[config.mk]
export PLATFORM = sky130hd
export DESIGN_NAME = indication_pipe_arbiter
export DESIGN_NICKNAME = d
export VERILOG_FILES = /design/src/rtl/indication_pipe_arbiter.sv
export SDC_FILE = /design/constraint.sdc
export NUM_CORES = 1
export LEC_CHECK = 0
export ABC_AREA = 1
export ABC_CLOCK_PERIOD_IN_PS = 23000
export CAP_MARGIN = 20
export CORE_MARGIN = 2
export CORE_UTILIZATION = 45
export CTS_CLUSTER_DIAMETER = 60
export CTS_CLUSTER_SIZE = 12
export DETAILED_ROUTE_END_ITERATION = 12
export HOLD_SLACK_MARGIN = 0.15
export PLACE_DENSITY = 0.81
export SLEW_MARGIN = 20
export SYNTH_ARGS = -nofsm -noshare
export SYNTH_HDL_FRONTEND = slang
export SYNTH_SLANG_ARGS = --single-unit
[constraint.sdc]
create_clock -name CLK -period 23 [get_ports CLK]
set_input_delay 4.6 -clock CLK [delete_from_list [all_inputs] [get_ports CLK]]
set_output_delay 4.6 -clock CLK [all_outputs]
set_load 0.05 [all_outputs]
[src/rtl/indication_pipe_arbiter.sv]
// indication_pipe_arbiter
//   Shares one outbound indication pipe among NREQ producers. Each producer
//   owns a one-entry holding slot. A round-robin scheduler drains full slots
//   into the pipe, one message per accepted cycle, and stamps the requester
//   index into the tag's ID field so the host can demultiplex.
//
// Ports
//   CLK            clock
//   nRST           synchronous active-low reset
//   req_enq__ENA   per-requester enqueue enable (honoured only with RDY)
//   req_enq_v      per-requester message, requester i at [i*WIDTH +: WIDTH]
//   req_enq__RDY   per-requester ready (slot empty, or draining this cycle)
//   pipe_enq__ENA  message offered to the pipe
//   pipe_enq_v     offered message with requester ID stamped into the tag
//   pipe_enq__RDY  pipe accepts; transfer = ENA & RDY
//
// Optional feature (macro INDARB_COUNT_EN): per-requester 16-bit saturating
// delivered-message counters with ports cnt_sel, cnt_value, cnt_clear__ENA.

module indication_pipe_arbiter #(
  parameter int NREQ   = 4,
  parameter int WIDTH  = 96,
  parameter int ID_LSB = 24,
  parameter int ID_W   = 8
) (
  input  logic                    CLK,
  input  logic                    nRST,
  input  logic [NREQ-1:0]         req_enq__ENA,
  input  logic [NREQ*WIDTH-1:0]   req_enq_v,
  output logic [NREQ-1:0]         req_enq__RDY,
  output logic                    pipe_enq__ENA,
  output logic [WIDTH-1:0]        pipe_enq_v,
  input  logic                    pipe_enq__RDY
`ifdef INDARB_COUNT_EN
  ,
  input  logic [$clog2(NREQ)-1:0] cnt_sel,
  output logic [15:0]             cnt_value,
  input  logic                    cnt_clear__ENA
`endif
);

  localparam int PW = $clog2(NREQ);

  logic [NREQ-1:0]  r_slot_full;
  logic [WIDTH-1:0] r_slot_data [NREQ];
  logic [PW-1:0]    r_ptr;

  logic [PW-1:0]    w_sel;
  logic [PW-1:0]    w_idx;
  logic             w_any;
  logic             w_fire;
  logic [WIDTH-1:0] w_msg;

  // First full slot at or after the priority pointer, wrapping modulo NREQ.
  always_comb begin
    w_any = 1'b0;
    w_sel = '0;
    w_idx = '0;
    for (int k = 0; k < NREQ; k++) begin
      w_idx = PW'((int'(r_ptr) + k) % NREQ);
      if (!w_any && r_slot_full[w_idx]) begin
        w_any = 1'b1;
        w_sel = w_idx;
      end
    end
  end

  assign w_fire = w_any & pipe_enq__RDY;

  always_comb begin
    w_msg = '0;
    if (w_any) begin
      w_msg = r_slot_data[w_sel];
      w_msg[ID_LSB +: ID_W] = ID_W'(w_sel);
    end
  end

  assign pipe_enq__ENA = w_any;
  assign pipe_enq_v    = w_msg;

  // A slot being drained this cycle can be refilled in the same cycle.
  always_comb begin
    for (int i = 0; i < NREQ; i++) begin
      req_enq__RDY[i] = !r_slot_full[i] | (w_fire & (w_sel == PW'(i)));
    end
  end

  always_ff @(posedge CLK) begin
    if (!nRST) begin
      r_slot_full <= '0;
      r_ptr       <= '0;
      for (int i = 0; i < NREQ; i++) begin
        r_slot_data[i] <= '0;
      end
    end else begin
      if (w_fire) begin
        r_slot_full[w_sel] <= 1'b0;
        if (w_sel == PW'(NREQ - 1)) begin
          r_ptr <= '0;
        end else begin
          r_ptr <= w_sel + PW'(1);
        end
      end
      // Loads come after the clear so a same-cycle refill keeps the slot full.
      for (int i = 0; i < NREQ; i++) begin
        if (req_enq__ENA[i] && req_enq__RDY[i]) begin
          r_slot_full[i] <= 1'b1;
          r_slot_data[i] <= req_enq_v[i*WIDTH +: WIDTH];
        end
      end
    end
  end

`ifdef INDARB_COUNT_EN
  logic [15:0] r_cnt [NREQ];

  always_ff @(posedge CLK) begin
    if (!nRST || cnt_clear__ENA) begin
      for (int i = 0; i < NREQ; i++) begin
        r_cnt[i] <= '0;
      end
    end else if (w_fire && (r_cnt[w_sel] != 16'hFFFF)) begin
      r_cnt[w_sel] <= r_cnt[w_sel] + 16'd1;
    end
  end

  // Out-of-range selects (non power-of-two NREQ) read as zero.
  assign cnt_value = (int'(cnt_sel) < NREQ) ? r_cnt[cnt_sel] : 16'd0;
`endif

endmodule

==> out/metrics.csv <==
metric,value,unit
run_status,"complete, no violations",
crit_chain,clkdlybuf4s50_1 -> nand2_2 -> inv_2 -> nand3_2 -> nand2_2 -> clkdlybuf4s50_1,
synthTopCellsByArea,"edfxtp_1 (61%), nor2_1 (8.3%), inv_1 (7.9%)",
finalInstanceArea,0.0232,mm2
seq_area_frac_synth,61.8,%
drc_errors,0,
yosys_warnings,0,
crit_fanout,4,
fin_crit_sh,48.2,%
area_growth,34.3,%
fp-row-count,71,
post_cts_resized,0,
clk_pin_slew,60,ps
required,18400,ps
cp.arrival,6480,ps
syn_area,0.0173,mm2
grt_pass1_vias,14800,
crit_buf_inv,3,
crit_path_end_kind,primary output,
drt_iter0_markers,1245,
worst_pin_slew,1020,ps
drtPass1Iterations,7,
dr_wl_met2,26.5,mm
syn-instance-count,1890,
numCtsBuffers,38,
critPathTopFamily,buffers and inverters,
synth_area_leader_cell,edfxtp_1,
cts_sinks,358,
place.gp.congestion,0.895,
grt.overflow.total,0,
hold_buffers,0,
synth_cell_type_count,30,
slowest_stage,clkdlybuf4s50_1,
grt_antenna_before_repair,5,
hold_viol,0,
io_buffers,453,
drv_slew,0,
antenna_violating_nets_post_route,0,
fp.dieW,200,um
top_layer,met4,
synth.most_common_cell,nor2_1,
cts_tree,built,
drt_wl_total,52.2,mm
synth_seq_cells,358,
vias_per_cell,5.10,
whs,577,ps
min_period,11080,ps
synth_edf_count,352,
layout-drive-gt1-share,6.63,%
nNetsFinal,2686,
synth_ff_type,edfxtp_1,
die_h,200,um
wl_per_cell,18.5,um
routed-via-count,14400,
fin_worst_skew,25.3,ps
finalSetupViolations,0,
root_buffer,clkbuf_16,
max_stage_delay,840,ps
met1_length,19.3,mm
hp-class,reg2reg,
max_cap_violations,0,
grt_pass1_wl,80.8,mm
detailed_place_hpwl,33.0,mm
post_cts_buffers,0,
postSynthAreaPerCell,9.16,um2
maxSlewHeadroom,31.9,%
grt_usage,25.8,%
core-area,0.0378,mm2
yosysTopAreaCellShare,61.1,%
ir_drop,131,uV
p_leak,0.0105,uW
floorplan.initialDensity,45.9,%
ios,492,
synth_async_sr_flop_share,0,%
dieArea,0.0401,mm2
clkLatencyLatePin,540,ps
rsz0062_at_grt,no,
critical_path_class,in2out,
cts_buffer_depth,3,
wl_met3,4.85,mm
grt_max_degree,114,
fmax,90.3,MHz
netlist_top_cells_count,"nor2_1 (381), inv_1 (364), edfxtp_1 (352)",
htreeDepth,2,
setup_tns,0,ps
finalPower,3690,uW
multi_input_area,0.00475,mm2
cp-start-kind,input pin,
postPlaceCellArea,0.0221,mm2
fillers,3072,
seq_area,0.0107,mm2
powerDensity,159,mW/mm2
## per-stage QoR
step           util (%)  setup slack (ps)  cells
4_1_cts            61.5             11940   2818
5_1_grt            61.6             11870   2823
6_report           61.6             11920   2823
2_1_floorplan         -             11060   1895
3_3_place_gp       58.6             11930   2765
3_5_place_dp       58.6             11940   2765
## worst reg2reg max path, cell delays in order (launching register included)
cell	delay, ps
dfxtp_1	580
inv_2	170
nand2_1	100
nand2_1	70
nand2_1	100
nand2_1	80
a21oi_1	190
nand2_1	180
nand2_8	550
buf_4	950
ha_1	350
inv_1	60
o21ai_4	200
nand3_4	520
buf_4	590
nor2_1	200
## power by group
part / leakage, uW / internal [uW] / switching [uW] / total [uW]
logic: 0.00608 / 615 / 1650 / 2270
registers: 0.00386 / 824 / 27.0 / 851
clock network: 0.000537 / 323 / 244 / 567
## registers in the layout, indices dropped and copies added, names as in the netlist
register	count
r_slot_full	4
r_slot_data	352
r_ptr	2
## layout make-up
cell class	count	area share [%]
flip-flops and latches	358	46.0
multi-input cells	1058	20.5
repair buffers	469	20.0
inverters	369	5.98
clock buffers	47	4.55
well taps	511	2.75
clock inverters	6	0.199
diodes	5	0.0538
## routing by layer
metal / vias to the layer above / GRT usage, %
li1: 6688 / -
met1: 6772 / 31.3
met2: 844 / 46.1
met3: 102 / 4.34
met4: 0 / 9.41
met5: - / 0
## cells in the final DEF, fill, tap and decap left out, types with 6 or more instances in the layout
cell             Yosys  final
inv_1              364    364
buf_4               12     16
clkbuf_16            0     41
clkdlybuf4s50_1      0    453
nor2_4              12     12
nor2_2              50     50
edfxtp_1           352    352
dfxtp_1              6      6
o21ai_0            149    148
nand2_1            309    306
a21oi_1              7      7
conb_1               1      6
o21ai_1             29     29
nor2_1             381    381
nand3_1             92     92
## path summary, 6_finish.rpt
| path | from | to | slack (ps) | depth (start not counted) |
|---|---|---|---|---|
| setup reg to reg | r_ptr[0] | r_slot_data[2][11] | 17940 | 15 |
| hold / removal | r_slot_full[0] | r_slot_full[0] | 580 | 2 |
| setup / recovery | pipe_enq__RDY | req_enq__RDY[0] | 11920 | 6 |
| hold reg to reg | r_slot_full[0] | r_slot_full[0] | 580 | 2 |
## logic make-up after synthesis
family                   share of synthesized area, %
adder cells (fa/ha/maj)                        0.0723
buffers and inverters                            11.3
AO/OA/AOI/OAI                                    5.70
AND/OR/NAND/NOR                                  21.1
other                                          0.0217
flip-flops                                       61.8
Note: power is estimated with default switching activity, not from simulation.
==> patch 1: new RTL, config.mk and constraints unchanged <==
Build with the macro `INDARB_COUNT_EN` defined.
--- a/src/rtl/indication_pipe_arbiter.sv
+++ b/src/rtl/indication_pipe_arbiter.sv
@@ -18,2 +18,4 @@
 // delivered-message counters with ports cnt_sel, cnt_value, cnt_clear__ENA.
+
+`define INDARB_COUNT_EN
 
Interface: changed (added cnt_clear__ENA, cnt_sel and cnt_value); port bits go from 492 to 511. The function was not compared with the original's and may differ.
==> patch 1 against the unedited design <==
Sequential cell count increased by 64. Wire length increased by 27%. Setup slack got worse by 1.1 ns. Hold slack improved by 0.0036 ns. Non-clock buffer count increased by 21. Synthesized area increased by 18%. Via count increased by 17%. Register-to-register slack got worse by 2.1 ns. Final area increased by 15%. Global-route usage increased by 1.7 points.
Power is left out: the tool's default activity adds up to more than one toggle a clock period on the data nets, which glitch-free logic cannot reach.
==> patch 1: results (changes against the unedited design) <==
- The worst relative slew slack came to 28.1% (was 31.9%).
- Most used standard cells in the synthesized netlist: 454 x sky130_fd_sc_hd__nor2_1, 416 x sky130_fd_sc_hd__edfxtp_1, 387 x sky130_fd_sc_hd__inv_1 (was 381 x sky130_fd_sc_hd__nor2_1, 364 x sky130_fd_sc_hd__inv_1, 352 x sky130_fd_sc_hd__edfxtp_1).
- The maximum number of pins on one net before global-route repair was 78 (was 114).
- The stage delay of the slowest cell on the critical path is 0.89 ns (was 0.84 ns).
- The length of the first detailed-routing pass in iterations is 6 (was 7).
- The worst setup skew after layout is 0.0147 ns (was 0.0253 ns).
- The global-route track usage on met2 was 46.2% (was 46.1%).
- The share of cells above drive strength 1 is 8.58% (was 6.63%).
- The post-placement worst setup slack is 10.98 ns (was 11.94 ns).
- The violation count after the first detailed-route iteration is 1672 (was 1245).
- The detailed-routed wire length on met2 came to 32700 um (was 26500 um).
- The placed cell area is 25600 um^2 (was 22100 um^2).
- The detailed placer's ending HPWL is 43100 um (was 33000 um).
- The later-pin clock latency in the skew report is 0.56 ns (was 0.54 ns).
- The number of synthesized flops with an enable pin is 416 (was 352).
- The routed length per placed instance is 21.4 um (was 18.5 um).
- The all-layer global routing usage is 27.5% (was 25.8%).
- The wire length on met3 is 6270 um (was 4850 um).
- The initial antenna violation count is 7 (was 5).
- Run status: finished clean (unchanged).
- The uppermost signal routing layer after detailed routing is met5 (was met4).
- The final estimated routing congestion in global placement is 0.952 (was 0.895).
- The sequential element share of the synthesized area is 61.7% (was 61.8%).
- The CTS clock-pin slew for the worst setup and hold paths is 0.06 ns (about the same).
- The routed length on met1 is 24400 um (was 19300 um).
- The total CTS buffers is 43 (was 38).
- The global-route track usage on met3 is 5.77% (was 4.34%).
- The arrival time of data at the critical path endpoint is 7.59 ns (was 6.48 ns).
- Largest cells by area after synthesis: sky130_fd_sc_hd__edfxtp_1 61%, sky130_fd_sc_hd__nor2_1 8.3%, sky130_fd_sc_hd__inv_1 7.1% (was sky130_fd_sc_hd__edfxtp_1 61%, sky130_fd_sc_hd__nor2_1 8.3%, sky130_fd_sc_hd__inv_1 7.9%).
- The count of different cell masters after synthesis is 34 (was 30).
- The final-layout fill cell count was 3615 (was 3072).
- The critical-path maximum fanout is 17 (was 4).
- The met1 capacity usage during global routing is 33.7% (was 31.3%).
- The area of all placed cells without fillers came to 26800 um^2 (was 23200 um^2).
- Largest regs: r_slot_data: 352 flops, r_cnt: 64 flops, r_slot_full: 4 flops (was r_slot_data: 352 flops, r_slot_full: 4 flops, r_ptr: 2 flops).
- The wire length of the first global-routing pass is 97900 um (was 80800 um).
## patch 1: changes by cell type in the layout (fill, tap and decap cells not counted), sizes merged, moves of 64 or more
cell    delta
o211ai    +87
o21ai    -143
a22oi     +88
edfxtp    +64
a21oi     +87
nand2    -165
or2       +87
## patch 1: through the flow
step | hold WS, ns | cells | utilization, %
6_report | 0.581 | 3113 | 59.5
5_1_grt | 0.624 | 3113 | 59.5
3_3_place_gp | 0.543 | 3046 | 56.7
3_5_place_dp | 0.566 | 3046 | 56.7
4_1_cts | 0.576 | 3107 | 59.5
2_1_floorplan | 0.507 | 2082 | -
## patch 1: final cells by class
cell class | count | area share, %
Timing Repair Buffer | 490 | 18.1
Clock buffer | 51 | 4.12
Tap cell | 600 | 2.80
Clock inverter | 10 | 0.476
Inverter | 398 | 5.60
Multi-Input combinational cell | 1136 | 21.8
Sequential cell | 422 | 47.0
Antenna cell | 6 | 0.0560
## patch 1: cell families (layout without fill, tap and decap cells)
kind of cell | after synthesis | in the layout | synth area share, %
adders and majority gates | 5 | 5 | 0.306
buffers and inverters | 524 | 949 | 10.3
xor gates and xnor gates | 7 | 7 | 0.300
other | 1 | 12 | 0.0183
DFF | 422 | 422 | 61.7
AOI/OAI and AO/OA | 322 | 322 | 10.1
and+or+nand+nor | 796 | 796 | 17.3
## patch 1: final timing paths
check                        start                    endpoint  slack, ns  cells after the start
max                     cnt_sel[1]                cnt_value[0]      10.81                      5
min          r_ptr[1]$_SDFFE_PN0P_       r_ptr[1]$_SDFFE_PN0P_       0.58                      2
min reg2reg  r_ptr[1]$_SDFFE_PN0P_       r_ptr[1]$_SDFFE_PN0P_       0.58                      2
max reg2reg  r_ptr[0]$_SDFFE_PN0P_  r_cnt[2][13]$_SDFFCE_PN0P_      15.81                     25
==> patch 2: new RTL, config.mk and constraints unchanged <==
Without the edit above. The parameter `NREQ` goes from 4 to 2.
--- a/src/rtl/indication_pipe_arbiter.sv
+++ b/src/rtl/indication_pipe_arbiter.sv
@@ -20,3 +20,3 @@
 module indication_pipe_arbiter #(
-  parameter int NREQ   = 4,
+  parameter int NREQ   = 2,
   parameter int WIDTH  = 96,
Interface: changed (resized req_enq__ENA, req_enq__RDY and req_enq_v); port bits go from 492 to 296. No check against the original RTL was run, so the function may have changed too.
==> patch 2 against the unedited design <==
Wire length down 58%. Setup slack improved by 0.25 ns. Sequential share of layout area shrank 0.95 points. Sequential cell count down 179. Combinational power fell by 92%. Synthesized area is 51% lower. Maximum frequency rose by 2.3%. Die area shrank 50%. Total power down 76%. Clock skew fell by 0.018 ns. Final area shrank 49%. First-iteration DRC count down 70%. Critical endpoint is now req_enq__RDY[1]. Largest cell class unchanged.
==> patch 2: results (changes against the unedited design) <==
- The post-placement worst setup slack is 12.16 ns (was 11.94 ns).
- The initial antenna violation count is 2 (was 5).
- The critical hold path startpoint is r_ptr$_SDFFE_PN0N_ (was r_slot_full[0]$_SDFFE_PN0P_).
- The detailed placer's ending HPWL is 13300 um (was 33000 um).
- The static leakage was 0.00531 uW (was 0.0105 uW).
- Largest cells by area after synthesis: sky130_fd_sc_hd__edfxtp_1 62%, sky130_fd_sc_hd__a21oi_1 11%, sky130_fd_sc_hd__inv_1 8.0% (was sky130_fd_sc_hd__edfxtp_1 61%, sky130_fd_sc_hd__nor2_1 8.3%, sky130_fd_sc_hd__inv_1 7.9%).
- Most used standard cells in the synthesized netlist: 182 x sky130_fd_sc_hd__inv_1, 181 x sky130_fd_sc_hd__nand2_1, 180 x sky130_fd_sc_hd__a21oi_1 (was 381 x sky130_fd_sc_hd__nor2_1, 364 x sky130_fd_sc_hd__inv_1, 352 x sky130_fd_sc_hd__edfxtp_1).
- The final net count is 1322 (was 2686).
- The power density normalized to cell area is 74.1 nW/um^2 (was 159 nW/um^2).
- The power attributed to sequential cells is 401 uW (was 851 uW).
- The later-pin clock latency in the skew report is 0.42 ns (was 0.54 ns).
- The worst voltage drop across the vdd grid is 0.0000463 V (was 0.000131 V).
- The arrival time of data at the critical path endpoint is 6.23 ns (was 6.48 ns).
- The number of H-tree levels came to 4 (was 2).
- The all-layer global routing usage is 21.7% (was 25.8%).
- The length of the first detailed-routing pass in iterations is 4 (was 7).
- The maximum number of buffers from clock root to sink is 2 (was 3).
- The beginning of the worst register-to-register path was r_slot_full[0]$_SDFFE_PN0P_ (was r_ptr[0]$_SDFFE_PN0N_).
- The number of cells on the worst reg-to-reg path is 8 (was 15).
- The switching power is 248 uW (was 1920 uW).
- The share of power burned in combinational logic was 20.4% (was 61.5%).
- The total CTS buffers is 17 (was 38).
- The count of vias placed by the detailed router is 6790 (was 14.4k).
- The worst setup skew after layout is 0.00780 ns (was 0.0253 ns).
- The count of different cell masters after synthesis is 17 (was 30).
- The critical-path maximum fanout is 3 (was 4).
- The overall routed net length is 21800 um (was 52200 um).
- Run status: finished clean (unchanged).
- The share of cells above drive strength 1 is 4.31% (was 6.63%).
## patch 2: changes by cell type after synthesis, sizes merged, moves of 2 or more
cell    before  now
nor2       443    0
inv        369  184
o21ai      179    1
edfxtp     352  176
a21oi        7  180
nand2      315  185
clkbuf      56   27
nand3      100   91
buf         54   46
dfxtp        6    3
nand3b       2    0
o21bai       2    0
## patch 2: critical path: cells and delay by family
kind	cells	cell delay, ns
AOI/OAI and AO/OA	1	0.35
buffers and inverters	3	1.28
## patch 2: area by class of cell
class / count / area, um^2
inverters: 184 / 691
flip-flops and latches: 179 / 5350
repair buffers: 279 / 2780
diodes: 1 / 2.50
well taps: 234 / 293
multi-input cells: 464 / 2160
fillers: 1516 / 6770
clock buffers: 18 / 429
clock inverters: 14 / 176
## patch 2: stage by stage
stage               instances  hold slack, ns  util, %
floorplan                 900           0.450        -
global placement         1340           0.467     60.4
detailed placement       1340           0.487     60.4
CTS                      1372           0.498     63.7
global route             1372           0.520     63.7
finish                   1373           0.497     63.7
## patch 2: worst max-delay path by stage
| stage | from | end | slack (ns) | cells past startpoint |
|---|---|---|---|---|
| floorplan | pipe_enq__RDY | r_slot_data[1][0]$_SDFFCE_PN0P_ | 11.49 | 2 |
| global placement | pipe_enq__RDY | req_enq__RDY[1] | 12.19 | 4 |
| detailed placement | pipe_enq__RDY | req_enq__RDY[1] | 12.16 | 4 |
| CTS | pipe_enq__RDY | req_enq__RDY[1] | 12.16 | 4 |
| global route | pipe_enq__RDY | req_enq__RDY[1] | 12.09 | 4 |
| finish | pipe_enq__RDY | req_enq__RDY[1] | 12.17 | 4 |
## patch 2: layer usage
layer  vias up  track usage, %  wire length (um)
li1       3356               -                 -
met5         -               0                13
met1      3150            26.5              8450
met4         2            8.42               648
met3        39            6.14              1680
met2       243            36.7             11000
